File: config.mk
export PLATFORM = sky130hd
export DESIGN_NAME = tmr_prescaler_flat
export DESIGN_NICKNAME = d
export VERILOG_FILES = /design/src/rtl/tmr_pkg.sv /design/src/rtl/tmr_prescaler_if.sv /design/src/rtl/tmr_presc_ch.sv /design/src/rtl/tmr_prescaler.sv /design/src/flat_wrapper.sv
export SDC_FILE = /design/constraint.sdc
export NUM_CORES = 1
export LEC_CHECK = 0
export CORE_MARGIN = 8
export CORE_UTILIZATION = 44
export CTS_CLUSTER_SIZE = 10
export DETAILED_ROUTE_END_ITERATION = 10
export MAX_ROUTING_LAYER = met4
export PLACE_DENSITY = 0.76
export SYNTH_ARGS = -nofsm -noshare
export SYNTH_HDL_FRONTEND = slang
export SYNTH_SLANG_ARGS = --single-unit
File: constraint.sdc
create_clock -name pclk -period 1.7 [get_ports pclk]
set_input_delay 0.17 -clock pclk [delete_from_list [all_inputs] [get_ports pclk]]
set_output_delay 0.17 -clock pclk [all_outputs]
set_load 0.05 [all_outputs]
File: src/rtl/tmr_pkg.sv
// Shared constants and helpers for the timer prescaler: counter width
// derivation and the select-to-mask conversion used by each channel.
package tmr_pkg;

    localparam int CKS_W_DEF = 2;

    function automatic int cnt_w(input int cks_w);
        return 2 ** cks_w;
    endfunction

    // Low k+1 bits set; a channel's period ends when these bits of cnt are all ones.
    function automatic logic [63:0] cks2mask(input int k);
        return (64'd1 << (k + 1)) - 64'd1;
    endfunction

endpackage

File: src/rtl/tmr_prescaler_if.sv
// Control and pulse bundle between the APB-side register block and the
// prescaler; master drives run/clear/selects, slave returns enables.
interface tmr_prescaler_if #(
    parameter int NUM_CH = 4,
    parameter int CKS_W  = tmr_pkg::CKS_W_DEF
);
    logic                      presc_en;
    logic                      presc_clr;
    logic [NUM_CH-1:0]         ch_en;
    logic [NUM_CH*CKS_W-1:0]   cks;
    logic [NUM_CH-1:0]         clk_ena;
    logic [NUM_CH*CKS_W-1:0]   cks_act;

    modport master (
        output presc_en, presc_clr, ch_en, cks,
        input  clk_ena, cks_act
    );

    modport slave (
        input  presc_en, presc_clr, ch_en, cks,
        output clk_ena, cks_act
    );
endinterface

File: src/rtl/tmr_presc_ch.sv
// One prescaler channel: shadowed divide select, boundary compare against
// the shared counter, and the registered count-enable pulse.
module tmr_presc_ch
    import tmr_pkg::*;
#(
    parameter int CKS_W = CKS_W_DEF,
    parameter int CNT_W = cnt_w(CKS_W)
) (
    input  logic              pclk,
    input  logic              preset_n,
    input  logic [CNT_W-1:0]  cnt,
    input  logic              presc_en,
    input  logic              presc_clr,
    input  logic              ch_en,
    input  logic [CKS_W-1:0]  cks,
    output logic              clk_ena,
    output logic [CKS_W-1:0]  cks_act
);

    logic [CNT_W-1:0] mask;
    logic             bnd;

    always_comb begin
        mask = CNT_W'(cks2mask(int'(cks_act)));
        bnd  = presc_en & ~presc_clr & ((cnt & mask) == mask);
    end

    // The select only changes at a period boundary (or while idle/cleared),
    // so a switch can never shorten or merge a period.
    always_ff @(posedge pclk or negedge preset_n) begin
        if (!preset_n) begin
            clk_ena <= 1'b0;
            cks_act <= '0;
        end else begin
            clk_ena <= bnd & ch_en;
            if (bnd | ~ch_en | presc_clr) begin
                cks_act <= cks;
            end
        end
    end

endmodule

File: src/rtl/tmr_prescaler.sv
// Multi-channel timer prescaler: one shared free-running counter feeding
// NUM_CH channels that each emit a one-pclk enable at pclk/2^(cks+1).
module tmr_prescaler
    import tmr_pkg::*;
#(
    parameter int NUM_CH = 4,
    parameter int CKS_W  = CKS_W_DEF
) (
    input  logic             pclk,
    input  logic             preset_n,
    tmr_prescaler_if.slave   bus
);

    localparam int CNT_W = cnt_w(CKS_W);

    logic [CNT_W-1:0] cnt;

    always_ff @(posedge pclk or negedge preset_n) begin
        if (!preset_n) begin
            cnt <= '0;
        end else if (bus.presc_clr) begin
            cnt <= '0;
        end else if (bus.presc_en) begin
            cnt <= cnt + CNT_W'(1);
        end
    end

    for (genvar i = 0; i < NUM_CH; i++) begin : g_ch
        tmr_presc_ch #(
            .CKS_W (CKS_W),
            .CNT_W (CNT_W)
        ) u_ch (
            .pclk      (pclk),
            .preset_n  (preset_n),
            .cnt       (cnt),
            .presc_en  (bus.presc_en),
            .presc_clr (bus.presc_clr),
            .ch_en     (bus.ch_en[i]),
            .cks       (bus.cks[i*CKS_W +: CKS_W]),
            .clk_ena   (bus.clk_ena[i]),
            .cks_act   (bus.cks_act[i*CKS_W +: CKS_W])
        );
    end

endmodule

File: src/flat_wrapper.sv
// flat-port wrapper written by rule: the top's interface ports become plain ports
module tmr_prescaler_flat import tmr_pkg::*;
#(
    parameter int NUM_CH = 4,
    parameter int CKS_W  = CKS_W_DEF
)
  (pclk, preset_n, bus_presc_en, bus_presc_clr, bus_ch_en, bus_cks, bus_clk_ena, bus_cks_act);
  tmr_prescaler_if #(.NUM_CH(NUM_CH), .CKS_W(CKS_W)) bus_i ();
  input  logic pclk;
  input  logic preset_n;
  input wire logic [$bits(bus_i.presc_en)-1:0] bus_presc_en;
  input wire logic [$bits(bus_i.presc_clr)-1:0] bus_presc_clr;
  input wire logic [$bits(bus_i.ch_en)-1:0] bus_ch_en;
  input wire logic [$bits(bus_i.cks)-1:0] bus_cks;
  output wire logic [$bits(bus_i.clk_ena)-1:0] bus_clk_ena;
  output wire logic [$bits(bus_i.cks_act)-1:0] bus_cks_act;
  assign bus_i.presc_en = bus_presc_en;
  assign bus_i.presc_clr = bus_presc_clr;
  assign bus_i.ch_en = bus_ch_en;
  assign bus_i.cks = bus_cks;
  assign bus_clk_ena = bus_i.clk_ena;
  assign bus_cks_act = bus_i.cks_act;
  tmr_prescaler #(.NUM_CH(NUM_CH), .CKS_W(CKS_W)) u_core (.pclk(pclk), .preset_n(preset_n), .bus(bus_i));
endmodule
==> results of run 1 <==
cells in the mapped netlist:
cell | number | area, sq um
a21oi_2 | 8 | 70.07
and2b_1 | 1 | 7.510
and3_1 | 4 | 25.02
buf_4 | 4 | 30.03
buf_6 | 1 | 11.26
dfrtp_1 | 16 | 400.4
ha_1 | 1 | 12.51
inv_1 | 4 | 15.01
inv_2 | 1 | 3.750
mux2_4 | 4 | 60.06
mux2i_1 | 1 | 10.01
nand2_1 | 1 | 3.750
nand2_4 | 1 | 11.26
nand2b_1 | 4 | 25.02
nand3b_4 | 1 | 20.02
nand4_1 | 1 | 6.260
nor2_1 | 4 | 15.01
nor2b_1 | 3 | 18.77
nor3b_1 | 4 | 30.03
o21ai_0 | 4 | 20.02
o21ai_1 | 4 | 20.02
o31ai_1 | 4 | 30.03
xnor2_1 | 1 | 8.760
xor2_1 | 2 | 17.52
logic make-up (layout without fill, tap and decap cells):
family	Yosys count	in the layout	synth area share, %
fa+ha+maj	1	1	1.434
simple gates	24	24	18.65
compound gates	20	20	16.07
buf+inv	10	39	6.886
flops	16	16	45.91
xor+xnor	3	3	3.013
mux	5	5	8.035
placed cells by master (no fill, tap or decap):
| cell type | n |
|---|---|
| o31ai_1 | 4 |
| dfrtp_1 | 16 |
| and2b_1 | 1 |
| inv_2 | 1 |
| clkbuf_4 | 3 |
| xnor2_1 | 1 |
| nor2_1 | 4 |
| xor2_1 | 2 |
| clkbuf_8 | 1 |
| nand2b_1 | 4 |
| ha_1 | 1 |
| dlymetal6s2s_1 | 1 |
| inv_1 | 4 |
| nor3b_1 | 4 |
| a21oi_2 | 8 |
| nand4_1 | 1 |
| nor2b_1 | 3 |
| o21ai_0 | 4 |
| mux2i_1 | 1 |
| and3_1 | 4 |
| nand2_1 | 1 |
| buf_4 | 10 |
| nand2_4 | 1 |
| clkdlybuf4s50_1 | 19 |
| nand3b_4 | 1 |
| mux2_4 | 4 |
| o21ai_1 | 4 |
worst paths after layout:
kind,from,endpoint,slack [ns],cells after the start
setup / recovery,u_core.g_ch[2].u_ch.clk_ena,bus_clk_ena[2],0.12,1
hold / removal,preset_n,u_core.g_ch[0].u_ch.cks_act[0],0.19,2
setup reg to reg,u_core.cnt[3],u_core.g_ch[0].u_ch.cks_act[1],0.35,4
hold reg to reg,u_core.g_ch[2].u_ch.cks_act[0],u_core.g_ch[2].u_ch.cks_act[0],0.57,2
max in group asynchronous,preset_n,u_core.g_ch[1].u_ch.cks_act[1],1.33,2
min in group pclk,bus_cks[6],u_core.g_ch[3].u_ch.cks_act[0],0.45,3
through the flow:
step	setup WS, ns	hold slack, ns	util (%)
after CTS	0.03185	0.1988	61.20
after floorplan	0.1444	-0.1256	-
after global routing	0.07152	0.2187	61.33
after global placement	0.1614	0.5106	59.31
after detailed placement	0.1439	0.5088	59.31
final	0.1183	0.1915	61.33
routing by layer:
layer  vias up  part of all wire, %  GRT usage (%)
met1       318                   47          12.13
li1        332                    -              -
met2        23                   47          17.23
met4         0                  1.0          4.983
met5         -                    0              -
met3         2                  5.4          2.542
state kept, by name, summed over array words and instances (netlist names):
signal / flops
u_core.cnt: 4
u_core.g_ch.u_ch.cks_act: 8
u_core.g_ch.u_ch.clk_ena: 4
power by group through the flow:
stage / registers, uW / logic, uW / clock network [uW]
after floorplan: 490 / 79.5 / 0
final: 428 / 225 / 248
after detailed placement: 436 / 228 / 0
after global placement: 435 / 225 / 0
after global routing: 432 / 245 / 268
after CTS: 428 / 229 / 251
area by class of cell:
cell class | instances | area share, %
Sequential cell | 16 | 33.97
Inverter | 5 | 1.592
Clock buffer | 4 | 3.079
Multi-Input combinational cell | 53 | 34.93
Tap cell | 27 | 2.866
Timing Repair Buffer | 30 | 23.57
==> impl_metrics.ini, run 1 <==
[power_and_ir_drop]
p_leak_uw = 0.0005538
switching_share_pct = 29.96
seq_power_share_pct = 47.5
combPwrFrac_pct = 25.0
power_density_nw_per_um2 = 764.4
power_uw = 900.9
p_clk_share_pct = 27.5
ir_drop_uv = 379.4
power.switching_uw = 269.9
p_int_uw = 631.0

[finish]
stdcell_count = 135
layout-drive-gt1-share_pct = 26.85
syn_to_final_growth_pct = 35.15
antenna_cells = 0
ff_latch_area_sq_um = 400.4
multi_input_area_sq_um = 411.6
final_area_sq_um = 1179
fillers = 176
nets = 126

[critical_path]
crit_slowest_cell = clkdlybuf4s50_1
cp_data_arrival_time_ns = 1.41
crit_path_end_kind = output port
crit_path_start_kind = flip-flop
cp_max_fo = 1
path_cells = clkdlybuf4s50_1
crit_family = buffers and inverters
worstPathRequired_ns = 1.53
crit_path_max_incr_delay_ns = 0.81
cp.buffers_inverters = 1
crit_type = reg -> out

[floorplanning]
start_util_pct = 45.38
ios = 28
coreArea_sq_um = 1922
die_area_sq_um = 3663
rows = 16
die_h_microns = 60.52
die_w_microns = 60.52

[synthesis]
syn-cell-area_sq_um = 872.1
synth_nets = 96
syn_area_per_cell_sq_um = 11.04
ys_ff_latch = 16
syn-instance-count = 79
ys_seq_area_share_pct = 45.91
ys_types = 24
ys_warn_count = 0

[timing]
min_period_ns = 1.582
final-max-slew-violation-count = 0
setup_tns_ns = 0
relSlewSlack_pct = 65.72
worst_pin_slew_ns = 0.5125
rsz0062_at_grt = no
fin_crit_sh_pct = 93.04
fmax_ghz = 0.6322
finalSetupViolations = 0
hold_violations = 0
fin_skew_ns = 0.006195

[routing]
ant_nets = 0
drt_iter0_markers = 3
vias_per_cell = 5.000
remaining_drc_errors = 0
drt_wl_total_microns = 1802
num_vias = 675
routedWlPerCell_microns = 13.35
first_pass_iters = 2

[global_route]
grt_pass1_vias = 664
grt_pass1_wl_microns = 2863
antenna_found_initial = 0
grt-ovfl-total = 0
grt_use_total_pct = 10.64
grt_max_degree = 17

[outcome]
status = completed

[place]
io_buffers = 27
routabilityCongestion = 0.7536
place_hpwl_microns = 1486
dpl-instance-area_sq_um = 1140
placedCellCount = 131

[clock_network]
clkTransAtPathRegs_ns = 0.10
cts_root_buffer = clkbuf_4
clock_sinks = 16
cts_setup_buffers = 0
cts_tree = done
htree_levels = 1
clk-insertion-delay-late_ns = 0.28
clockBufferDepth = 2
holdBufCountCts = 0
ctsResizeCount = 0
numCtsBuffers = 3

[run]
drv_cap = 0

[hold_path]
min_path_type = in -> async
No activity file was read; power rests on OpenSTA's default activity.
==> run 2: changes to the inputs <==
--- a/config.mk
+++ b/config.mk
@@ -5,6 +5,7 @@
 export SDC_FILE = /design/constraint.sdc
 export NUM_CORES = 1
 export LEC_CHECK = 0
+export CAP_MARGIN = 20
 export CORE_MARGIN = 8
 export CORE_UTILIZATION = 44
 export CTS_CLUSTER_SIZE = 10
==> results of run 2 <==
Same layout as run 1: the final DEF is identical, and so are final timing and power.
